`src/rtl/clk_div_pkg.sv`:
```
`default_nettype none
// ==========================================================================
// clk_div_pkg : shared types and ratio constants for clk_div_prog. Rev 1.0
// ==========================================================================
package clk_div_pkg;

   typedef enum logic {
      MODE_SQUARE = 1'b0,
      MODE_TICK   = 1'b1
   } mode_e;

   localparam int DEF_CNT_W = 27;

   // Game of Life pacing ratios at a 50 MHz system clock
   localparam logic [DEF_CNT_W-1:0] GEN_DIV  = 27'd50_000_000;
   localparam logic [DEF_CNT_W-1:0] SCAN_DIV = 27'd50_000;

endpackage
`default_nettype wire

```
`src/rtl/clk_div_ch.sv`:
```
`default_nettype none
// ==========================================================================
// clk_div_ch : one programmable clock-enable divider channel. Rev 1.0
// ==========================================================================
module clk_div_ch
   import clk_div_pkg::*;
#(
   parameter int CNT_W       = DEF_CNT_W,
   parameter int DEFAULT_DIV = 4
) (
   input  logic             clk,
   input  logic             reset,
   input  logic             en,
   input  logic             sync_clr,
   input  logic             load,
   input  logic [CNT_W-1:0] div_in,
   input  logic             mode,
   output logic             q,
   output logic             tick
);

   logic [CNT_W-1:0] div_q, div_d;
   logic [CNT_W-1:0] cnt_q, cnt_d;
   logic             q_q, q_d;
   logic             tick_q, tick_d;

   logic [CNT_W-1:0] w_div_eff;
   logic [CNT_W-1:0] w_cnt_nxt;
   logic             w_last;
   logic             w_sq;

   // A stored ratio of zero behaves as divide-by-one
   assign w_div_eff = (div_q == '0) ? CNT_W'(1) : div_q;
   assign w_last    = (cnt_q == w_div_eff - CNT_W'(1));
   assign w_cnt_nxt = w_last ? '0 : cnt_q + CNT_W'(1);
   assign w_sq      = (w_cnt_nxt < (w_div_eff >> 1));

   always_comb begin
      div_d  = div_q;
      cnt_d  = cnt_q;
      q_d    = q_q;
      tick_d = 1'b0;
      if (load) begin
         div_d = div_in;
         cnt_d = '0;
         q_d   = 1'b0;
      end else if (sync_clr) begin
         cnt_d = '0;
         q_d   = 1'b0;
      end else if (en) begin
         cnt_d  = w_cnt_nxt;
         tick_d = w_last;
         q_d    = (mode == MODE_TICK) ? w_last : w_sq;
      end else if (mode == MODE_TICK) begin
         q_d = 1'b0;
      end
   end

   always_ff @(posedge clk or posedge reset) begin
      if (reset) begin
         div_q  <= CNT_W'(DEFAULT_DIV);
         cnt_q  <= '0;
         q_q    <= 1'b0;
         tick_q <= 1'b0;
      end else begin
         div_q  <= div_d;
         cnt_q  <= cnt_d;
         q_q    <= q_d;
         tick_q <= tick_d;
      end
   end

   assign q    = q_q;
   assign tick = tick_q;

endmodule
`default_nettype wire

```
`src/rtl/clk_div_prog.sv`:
```
`default_nettype none
// ==========================================================================
// clk_div_prog : multi-channel programmable clock-enable generator. Rev 1.0
// ==========================================================================
module clk_div_prog
   import clk_div_pkg::*;
#(
   parameter int NUM_CH      = 2,
   parameter int CNT_W       = DEF_CNT_W,
   parameter int DEFAULT_DIV = 4
) (
   input  logic              clk,
   input  logic              reset,
   input  logic              en,
   input  logic              sync_clr,
   input  logic [NUM_CH-1:0] load,
   input  logic [CNT_W-1:0]  div_in,
   input  logic [NUM_CH-1:0] mode,
   output logic [NUM_CH-1:0] q,
   output logic [NUM_CH-1:0] tick
);

   for (genvar i = 0; i < NUM_CH; i++) begin : g_ch
      clk_div_ch #(
         .CNT_W       (CNT_W),
         .DEFAULT_DIV (DEFAULT_DIV)
      ) u_ch (
         .clk      (clk),
         .reset    (reset),
         .en       (en),
         .sync_clr (sync_clr),
         .load     (load[i]),
         .div_in   (div_in),
         .mode     (mode[i]),
         .q        (q[i]),
         .tick     (tick[i])
      );
   end

endmodule
`default_nettype wire

```
`config.mk`:
```
export PLATFORM = sky130hd
export DESIGN_NAME = clk_div_prog
export DESIGN_NICKNAME = d
export VERILOG_FILES = /design/src/rtl/clk_div_pkg.sv /design/src/rtl/clk_div_ch.sv /design/src/rtl/clk_div_prog.sv
export SDC_FILE = /design/constraint.sdc
export NUM_CORES = 1
export LEC_CHECK = 0
export CELL_PAD_IN_SITES_DETAIL_PLACEMENT = 0
export CELL_PAD_IN_SITES_GLOBAL_PLACEMENT = 2
export CORE_ASPECT_RATIO = 1.2
export CORE_MARGIN = 5
export CORE_UTILIZATION = 40
export CTS_CLUSTER_DIAMETER = 60
export DETAILED_ROUTE_END_ITERATION = 8
export DONT_BUFFER_PORTS = 1
export GPL_ROUTABILITY_DRIVEN = 0
export MAX_ROUTING_LAYER = met4
export PLACE_DENSITY_LB_ADDON = 0.1
export SLEW_MARGIN = 15
export SYNTH_ARGS = -nofsm -noshare
export SYNTH_HDL_FRONTEND = slang
export SYNTH_SLANG_ARGS = --single-unit
```
`constraint.sdc`:
```
create_clock -name clk -period 8.9 [get_ports clk]
set_input_delay 0.89 -clock clk [delete_from_list [all_inputs] [get_ports clk]]
set_output_delay 0.89 -clock clk [all_outputs]
set_load 0.03 [all_outputs]
```
==> results.cfg <==
[clocking]
worst_skew_pair.late_latency_ns = 0.38
root_buffer = clkbuf_16
clk_path_buf_depth = 2
htree_num_levels = 3
cts.repair.resized = 0
cts_hold_buf = 0
numCtsBuffers = 9
clock-sinks = 112
cts_tree = done
post_cts_buffers = 0
clk_pin_slew_worst_paths_ns = 0.09

[final_layout]
drive_above_1_share_pct = 7.41
fin_util_pct = 42.2
area_growth_pct = 4.66
fin_area_um2 = 9450
final_common_cell = nand2_1
nNetsFinal = 1150
final_cell_mix = 140 x nand2_1, 110 x dfrtp_1, 91 x o21ai_0
antenna_cells = 0
final_cells = 1345

[power_and_ir_drop]
pwr_density_cell_nw_per_um2 = 126
ir_drop_mv = 0.0859
leakagePower_uw = 0.00417

[setup_path]
cp_cell_sequence = nor4_2 > nand3_1 > nor3_1 > a21oi_1 > ha_1 > nor3b_2 > and4_1 > a211oi_1 > o21ai_0 > o31a_1 > nor4_1 > o2111a_2 > buf_4 > nor2_1 > ha_1 > a21o_1 > a21o_1 > a211oi_1 > nor3_1 > o21ai_0 > and2_1 > o211a_1 > o21a_1 > a211o_1
critical_path.top_delay_family = simple AND/OR/NAND/NOR gates
path_buf_inv = 1
ff2ff_setup_slack_ns = 2.27
r2r_end = g_ch[1].u_ch.q$_DFFE_PP0P_
slowest_stage = o2111a_2
worst_r2r_path_depth = 24
end_kind = flop
startpoint_type = flop
setup.worst_path.start = g_ch[1].u_ch.div_q[4]$_DFFE_PP0P_
cp_max_fo = 28
worstReg2RegStart = g_ch[1].u_ch.div_q[4]$_DFFE_PP0P_
path_class = flop to flop
cpPeakStageDelay_ns = 0.61
required_ns = 9.16
cp.arrival_ns = 6.89

[sta]
skew_ns = 0.0158
fmax_mhz = 151
worstMarginPinSlew_ns = 1.02
period_needed_ns = 6.63
rsz0062_at_grt = false
drv_slew = 0
postLayoutSetupSlackWorst_ns = 2.27
hold_viol = 0
tns_ns = 0
setup_violations = 0
finalCritPeriodShare_pct = 74.5
relSlewSlack_pct = 32.1

[logic_synthesis]
synth_top_flop_cell = dfrtp_1
ys_seq_area_share_pct = 31.1
synth.yosys.warnings = 0
synth-seq-cells = 112
synthCells = 1103
yosysUniqueCellTypes = 86
synth_nets = 1192
synth_edf_count = 0
netlist_area_um2 = 9030
async_reset_ff_share_pct = 100
syn_area_per_cell_um2 = 8.18

[flow_run]
max-cap-violations = 0

[place]
dp_cells = 1329
io_buffers = 0
placed_cell_area_um2 = 9150
dp_slack_ns = 2.31
dp.final_hpwl_um = 20800

[status]
outcome = finished, final reports clean

[route]
via_per_inst = 5.70
drc = 0
totalWireLength_um = 26700
drtAntennaViolNets = 0
routedWlPerCell_um = 19.8
drtPass1Iterations = 5
dr_total_vias = 7670
first_iter_violations = 388

[hold_path]
hold_class = input pin to async pin

[floorplan]
die-width_um = 147
initial_core_util_pct = 40.4
io_pins = 39
core_um2 = 22400
design.die.area_um2 = 25700
die_h_um = 175
row_count = 60

[grt]
grt_pass1_vias = 7564
grtUsageTotal_pct = 21.5
overflow = 0
antenna_found_initial = 0
grt_start_max_net_pins = 77
grt_pass1_wl_um = 42500
layer usage:
metal | track usage, % | vias up | part of all wire (%)
met5 | - | - | 0
met4 | 6.57 | 0 | 2.4
met3 | 2.89 | 34 | 3.1
met2 | 36.9 | 116 | 50
met1 | 26.4 | 3657 | 44
li1 | - | 3863 | -
worst reg2reg max path: cells and delay by family (launching register included):
| kind | cells | cell delay [ns] |
|---|---|---|
| AOI/OAI and AO/OA | 12 | 2.35 |
| adders and majority gates | 2 | 0.58 |
| buffers and inverters | 1 | 0.39 |
| DFF | 1 | 0.44 |
| and+or+nand+nor | 9 | 2.79 |
report_power, final:
group / internal, uW / switching [uW]
Sequential: 532 / 39.6
Combinational: 70.7 / 117
Clock: 206 / 227
cell usage after synthesis (all sizes together), types with 4 or more instances:
master / number / share of area (%)
a211oi: 31 / 2.6
a21o: 44 / 3.7
a21oi: 53 / 2.9
and2: 7 / 0.49
and3: 16 / 1.1
buf: 21 / 1.6
clkbuf: 38 / 1.6
dfrtp: 110 / 30
ha: 54 / 7.5
inv: 62 / 2.6
mux2: 4 / 0.50
mux2i: 5 / 0.55
nand2: 141 / 5.9
nand2b: 17 / 1.2
nand3: 32 / 1.8
nand4: 25 / 1.9
nor2: 74 / 3.1
nor2b: 5 / 0.35
nor3: 31 / 1.8
nor3b: 5 / 0.47
nor4: 25 / 3.0
nor4b: 4 / 0.53
o211ai: 7 / 0.69
o21ai: 96 / 5.4
o31ai: 17 / 1.4
or2: 16 / 1.1
or3: 15 / 1.1
or4: 9 / 0.75
xnor2: 49 / 4.8
xor2: 35 / 3.4
metrics by stage:
step / hold slack, ns / power (uW)
6_report: 0.419 / 1190
2_1_floorplan: 0.505 / 719
3_3_place_gp: 0.543 / 772
5_1_grt: 0.446 / 1250
4_1_cts: 0.442 / 1210
3_5_place_dp: 0.548 / 770
logic make-up after synthesis:
logic type               share of synthesized area [%]
AO/OA/AOI/OAI                                     20.7
XOR/XNOR                                          8.15
adder cells (fa/ha/maj)                           7.48
buffers and inverters                             5.71
flip-flops                                        31.1
multiplexers                                      1.05
AND/OR/NAND/NOR                                   25.8
registers in the layout (all words and copies together) (netlist names):
name             cells
g_ch.u_ch.cnt_q     54
g_ch.u_ch.div_q     54
g_ch.u_ch.q          2
g_ch.u_ch.tick       2
how the worst max path moves through the flow:
| stage | slack (ns) | endpoint | depth (start not counted) |
|---|---|---|---|
| after floorplan | 3.69 | g_ch[1].u_ch.q$_DFFE_PP0P_ | 25 |
| after global placement | 2.28 | g_ch[1].u_ch.q$_DFFE_PP0P_ | 23 |
| after detailed placement | 2.31 | g_ch[1].u_ch.q$_DFFE_PP0P_ | 23 |
| after CTS | 2.27 | g_ch[1].u_ch.q$_DFFE_PP0P_ | 23 |
| after global routing | 1.78 | g_ch[1].u_ch.q$_DFFE_PP0P_ | 23 |
| final | 2.27 | g_ch[1].u_ch.q$_DFFE_PP0P_ | 24 |
final cells by class:
cell class | instances | area, um2
Clock buffer | 10 | 239
Clock inverter | 6 | 57.6
Fill cell | 2313 | 12900
Inverter | 62 | 235
Multi-Input combinational cell | 870 | 5720
Sequential cell | 112 | 2810
Tap cell | 279 | 349
Timing Repair Buffer | 6 | 45.0
Power figures use the tool's default switching activity.
